<file path="src/rtl/muldiv_arbiter.sv">
// Round-robin arbiter sharing one multiply/divide unit between NUM_REQ requesters.
// Holds op/sign stable while busy, routes the result to the owner, and drains flushed ops.
module muldiv_arbiter #(
  parameter int NUM_REQ = 2,
  parameter int DATA_W  = 32,
  localparam int OW = (NUM_REQ > 1) ? $clog2(NUM_REQ) : 1
) (
  input  logic                      clock,
  input  logic                      reset,
  input  logic [NUM_REQ-1:0]        req_valid,
  output logic [NUM_REQ-1:0]        req_ready,
  input  logic [NUM_REQ*DATA_W-1:0] req_src0,
  input  logic [NUM_REQ*DATA_W-1:0] req_src1,
  input  logic [NUM_REQ*2-1:0]      req_op,
  input  logic [NUM_REQ-1:0]        req_sign,
  input  logic [NUM_REQ-1:0]        flush,
  output logic [NUM_REQ-1:0]        resp_valid,
  input  logic [NUM_REQ-1:0]        resp_ready,
  output logic [DATA_W-1:0]         resp_res0,
  output logic [DATA_W-1:0]         resp_res1,
  output logic                      mdu_in_valid,
  input  logic                      mdu_in_ready,
  output logic [DATA_W-1:0]         mdu_src0,
  output logic [DATA_W-1:0]         mdu_src1,
  output logic [1:0]                mdu_op,
  output logic                      mdu_sign,
  input  logic                      mdu_out_valid,
  output logic                      mdu_out_ready,
  input  logic [DATA_W-1:0]         mdu_res0,
  input  logic [DATA_W-1:0]         mdu_res1,
  output logic                      busy,
  output logic [OW-1:0]             owner
);

  localparam logic [0:0] S_IDLE = 1'b0;
  localparam logic [0:0] S_BUSY = 1'b1;

  logic [0:0]         state;
  logic [OW-1:0]      rr_ptr;
  logic [OW-1:0]      owner_q;
  logic [OW-1:0]      grant;
  logic               killed;
  logic [1:0]         op_q;
  logic               sign_q;
  logic [NUM_REQ-1:0] eligible;
  logic [NUM_REQ-1:0] above_ptr;
  logic [NUM_REQ-1:0] masked;
  logic [NUM_REQ-1:0] pick;
  logic               discard;

  assign eligible = req_valid & ~flush;
  assign discard  = killed | flush[owner_q];

  // Requesters at or above the pointer win; otherwise wrap to the lowest eligible index.
  always_comb begin
    above_ptr = '0;
    for (int i = 0; i < NUM_REQ; i++) begin
      above_ptr[i] = (i >= int'(rr_ptr));
    end
    masked = eligible & above_ptr;
    pick   = (|masked) ? masked : eligible;
    grant  = '0;
    for (int i = NUM_REQ - 1; i >= 0; i--) begin
      if (pick[i]) grant = OW'(i);
    end
  end

  always_comb begin
    req_ready     = '0;
    resp_valid    = '0;
    mdu_in_valid  = 1'b0;
    mdu_src0      = '0;
    mdu_src1      = '0;
    mdu_op        = 2'd0;
    mdu_sign      = 1'b0;
    mdu_out_ready = 1'b0;
    if (!reset) begin
      if (state == S_IDLE) begin
        if (|eligible) begin
          mdu_in_valid     = 1'b1;
          req_ready[grant] = mdu_in_ready;
          mdu_src0         = req_src0[int'(grant)*DATA_W +: DATA_W];
          mdu_src1         = req_src1[int'(grant)*DATA_W +: DATA_W];
          mdu_op           = req_op[int'(grant)*2 +: 2];
          mdu_sign         = req_sign[grant];
        end
      end else begin
        // The unit steers its result mux from in_op, so op/sign stay driven while busy.
        mdu_op   = op_q;
        mdu_sign = sign_q;
        resp_valid[owner_q] = mdu_out_valid & ~discard;
        mdu_out_ready       = discard | resp_ready[owner_q];
      end
    end
  end

  assign resp_res0 = mdu_res0;
  assign resp_res1 = mdu_res1;
  assign busy      = (state == S_BUSY);
  assign owner     = owner_q;

  always_ff @(posedge clock) begin
    if (reset) begin
      state   <= S_IDLE;
      rr_ptr  <= '0;
      owner_q <= '0;
      killed  <= 1'b0;
      op_q    <= 2'd0;
      sign_q  <= 1'b0;
    end else begin
      case (state)
        S_IDLE: begin
          if (mdu_in_valid && mdu_in_ready) begin
            state   <= S_BUSY;
            owner_q <= grant;
            op_q    <= req_op[int'(grant)*2 +: 2];
            sign_q  <= req_sign[grant];
            rr_ptr  <= (grant == OW'(NUM_REQ - 1)) ? '0 : grant + OW'(1);
            killed  <= 1'b0;
          end
        end
        default: begin
          // Completion takes priority over a same-cycle flush; discard already covers it.
          if (mdu_out_valid && mdu_out_ready) begin
            state  <= S_IDLE;
            killed <= 1'b0;
          end else if (flush[owner_q]) begin
            killed <= 1'b1;
          end
        end
      endcase
    end
  end

endmodule

</file>
<file path="config.mk">
export PLATFORM = sky130hd
export DESIGN_NAME = muldiv_arbiter
export DESIGN_NICKNAME = d
export VERILOG_FILES = /design/src/rtl/muldiv_arbiter.sv
export SDC_FILE = /design/constraint.sdc
export NUM_CORES = 1
export LEC_CHECK = 0
export BUFFER_PORTS_ARGS = -buffer_cell sky130_fd_sc_hd__clkbuf_2
export CAP_MARGIN = 20
export CORE_AREA = 2 2 137 139
export CTS_BUF_LIST = sky130_fd_sc_hd__clkbuf_4 sky130_fd_sc_hd__clkbuf_8 sky130_fd_sc_hd__clkbuf_16
export CTS_CLUSTER_SIZE = 30
export DETAILED_ROUTE_END_ITERATION = 8
export DIE_AREA = 0 0 139 141
export HOLD_SLACK_MARGIN = 0.08
export RECOVER_POWER = 100
export SETUP_SLACK_MARGIN = 0.3
export SKIP_CTS_REPAIR_TIMING = 1
export SYNTH_ARGS = -nofsm -noshare
export SYNTH_HDL_FRONTEND = slang
export SYNTH_SLANG_ARGS = --single-unit
</file>
<file path="constraint.sdc">
create_clock -name clock -period 1.3 [get_ports clock]
set_clock_uncertainty 0.15 [all_clocks]
set_input_delay 0.065 -clock clock [delete_from_list [all_inputs] [get_ports clock]]
set_output_delay 0.065 -clock clock [all_outputs]
set_load 0.005 [all_outputs]
</file>
==> flow_summary.json <==
{
  "overflow": 0,
  "dp_hpwl_um": 7076,
  "synthDominantCellAreaShare": 0.2829,
  "start_kind": "flop",
  "die_h_um": 141,
  "crit_type": "flop to output pin",
  "die-area_um2": 19600,
  "clkSlewWorstSetupHoldPaths_ns": 0.04,
  "numClockSinks": 7,
  "drcViolationCount": 0,
  "tns_ns": -22.32,
  "synth_top_cell_by_area": "buf_4",
  "routedWlPerCell_um": 14.26,
  "wirelength_um": 11610,
  "antennaDiodeCount": 0,
  "cp.arrival_ns": 1.45,
  "synth-seq-area-share": 0.07235,
  "viasPerCell": 3.848,
  "endpoint_kind": "output pin",
  "yosysUniqueCellTypes": 31,
  "htree_levels": 1,
  "p_per_area_nw_per_um2": 467.7,
  "drive_gt1_frac": 0.6466,
  "p_leak_nw": 2.190,
  "antenna_found_initial": 0,
  "slew_headroom": 0.7605,
  "syn2layout_area_growth_pct": 130.7,
  "dr.pass1.iters": 4,
  "avgSynthCellArea_um2": 5.834,
  "die_w_um": 139,
  "clock_path_buffers": 2,
  "finalMaxSlewViolations": 0,
  "required_ns": 1.09,
  "async_flop_share": 0,
  "status": "complete, but fails checks",
  "track_usage": 0.07488,
  "hold_class": "primary input to flop",
  "layout_worst_path_cycle_share": 1.284,
  "worstPathMaxFanout": 9,
  "drtIter0Drc": 97,
  "cts_made_buffers": 3,
  "synth_seq_cells": 7,
  "setup_viol": 78,
  "cts_tree": "done",
  "synth_fp_nets": 540,
  "drv_cap": 0,
  "fin_ws_ns": -0.3694,
  "max_freq_ghz": 0.5990,
  "hold_viol_final": 2,
  "gp_congestion": 0.7225,
  "grt_pass1_wl_um": 12340,
  "fin_cells": 814,
  "synth.top_cells.by_count": "nand2_1, buf_4, a21oi_1",
  "power_mw": 2.090,
  "yosysWarnings": 0,
  "ctsRootBufferMaster": "clkbuf_16",
  "worstMarginPinSlew_ns": 0.3579,
  "holdWs_ns": -0.06440,
  "n_fill_cell": 1973,
  "violations": "hold timing, setup timing",
  "synthFlopType": "dfxtp_1",
  "core-area_um2": 18270,
  "port_buffers": 218,
  "peakVddDrop_v": 0.0006203,
  "io_pins": 347,
  "grt_pass1_vias": 2574,
  "finalNetCount": 789,
  "rsz0062_at_grt": "true",
  "syn_inst": 332,
  "rows": 50,
  "num_vias": 3132,
  "yosysMostFrequentCell": "nand2_1",
  "synth_edf_count": 0,
  "placed_cells": 731,
  "netlist_area_um2": 1937,
  "ant_nets": 0,
  "period_minus_slack_ns": 1.669,
  "synthTopCellsByArea": "buf_4, nand2_1, a21oi_1",
  "clk_latency_ns": 0.23,
  "start_util": 0.1060,
  "grt_max_degree": 38
}
[power by group]
| part | internal [mW] | total (mW) | leakage (nW) | switching [mW] |
|---|---|---|---|---|
| Combinational | 0.708 | 1.30 | 2.09 | 0.588 |
| Sequential | 0.225 | 0.237 | 0.0582 | 0.0122 |
| Clock | 0.430 | 0.557 | 0.0416 | 0.127 |
| Total | 1.36 | 2.09 | 2.19 | 0.727 |
[sequential cells by signal (all words and copies together) (netlist names)]
signal	flops
op_q	2
busy	1
killed	1
owner	1
rr_ptr	1
sign_q	1
[worst paths after layout]
kind | startpoint | to | depth (start not counted) | slack [ns]
max | rr_ptr | mdu_sign | 6 | -0.37
min | mdu_out_valid | busy | 2 | -0.06
max reg2reg | rr_ptr | op_q[0] | 5 | -0.11
min reg2reg | sign_q | sign_q | 2 | 0.35
[critical path, stage by stage, from the launching register on]
cell	delay [ns]
dfxtp_2	0.33
o21ai_4	0.18
buf_12	0.17
mux2i_4	0.25
buf_6	0.12
o21ai_2	0.04
clkbuf_2	0.11
[cells by family (layout without fill, tap and decap cells)]
| kind of cell | Yosys count | after routing | share of synthesized area |
|---|---|---|---|
| flops | 7 | 7 | 0.07235 |
| compound gates | 83 | 83 | 0.2455 |
| simple gates | 149 | 149 | 0.3159 |
| mux | 4 | 4 | 0.02132 |
| buf+inv | 89 | 337 | 0.3450 |
[through the flow]
step                      utilization  instance area, um2  setup WS, ns  hold WS [ns]
after floorplan                     -                2262       0.06833      0.004154
after global placement         0.1824                3332       -0.1761      -0.01997
after detailed placement       0.1824                3332       -0.1825      -0.01997
after CTS                      0.1869                3415       -0.4222      -0.07140
after global routing           0.2447                4469       -0.4362      -0.06760
final                          0.2447                4469       -0.3694      -0.06440
[cell usage in the layout, fill, tap and decap left out, types with 2 or more instances in the layout]
| master | count |
|---|---|
| clkbuf_16 | 11 |
| buf_2 | 22 |
| o21ai_2 | 2 |
| clkbuf_2 | 195 |
| nand2_1 | 123 |
| a211oi_1 | 2 |
| nor2_2 | 4 |
| inv_1 | 2 |
| buf_12 | 10 |
| buf_6 | 7 |
| buf_8 | 3 |
| a311oi_1 | 2 |
| dlygate4sd3_1 | 64 |
| a21oi_2 | 67 |
| o21ai_4 | 2 |
| buf_4 | 21 |
| dfxtp_1 | 5 |
| nand2_2 | 9 |
| a21oi_1 | 2 |
[metal layers]
layer | track usage | share of wire | vias to the layer above
met1 | 0.08186 | 0.38 | 1399
met5 | 0 | 0 | -
met2 | 0.1327 | 0.53 | 211
li1 | - | - | 1516
met4 | 0.02924 | 0.0071 | 0
met3 | 0.02683 | 0.082 | 6
[layout make-up]
| class | instances | area (um2) | share of cell area |
|---|---|---|---|
| Clock buffer | 4 | 82.58 | 0.01848 |
| Inverter | 3 | 13.76 | 0.003080 |
| Multi-Input combinational cell | 236 | 1526 | 0.3415 |
| Sequential cell | 7 | 145.1 | 0.03247 |
| Tap cell | 234 | 292.8 | 0.06551 |
| Timing Repair Buffer | 330 | 2409 | 0.5389 |
(Power assumes the default switching activity.)
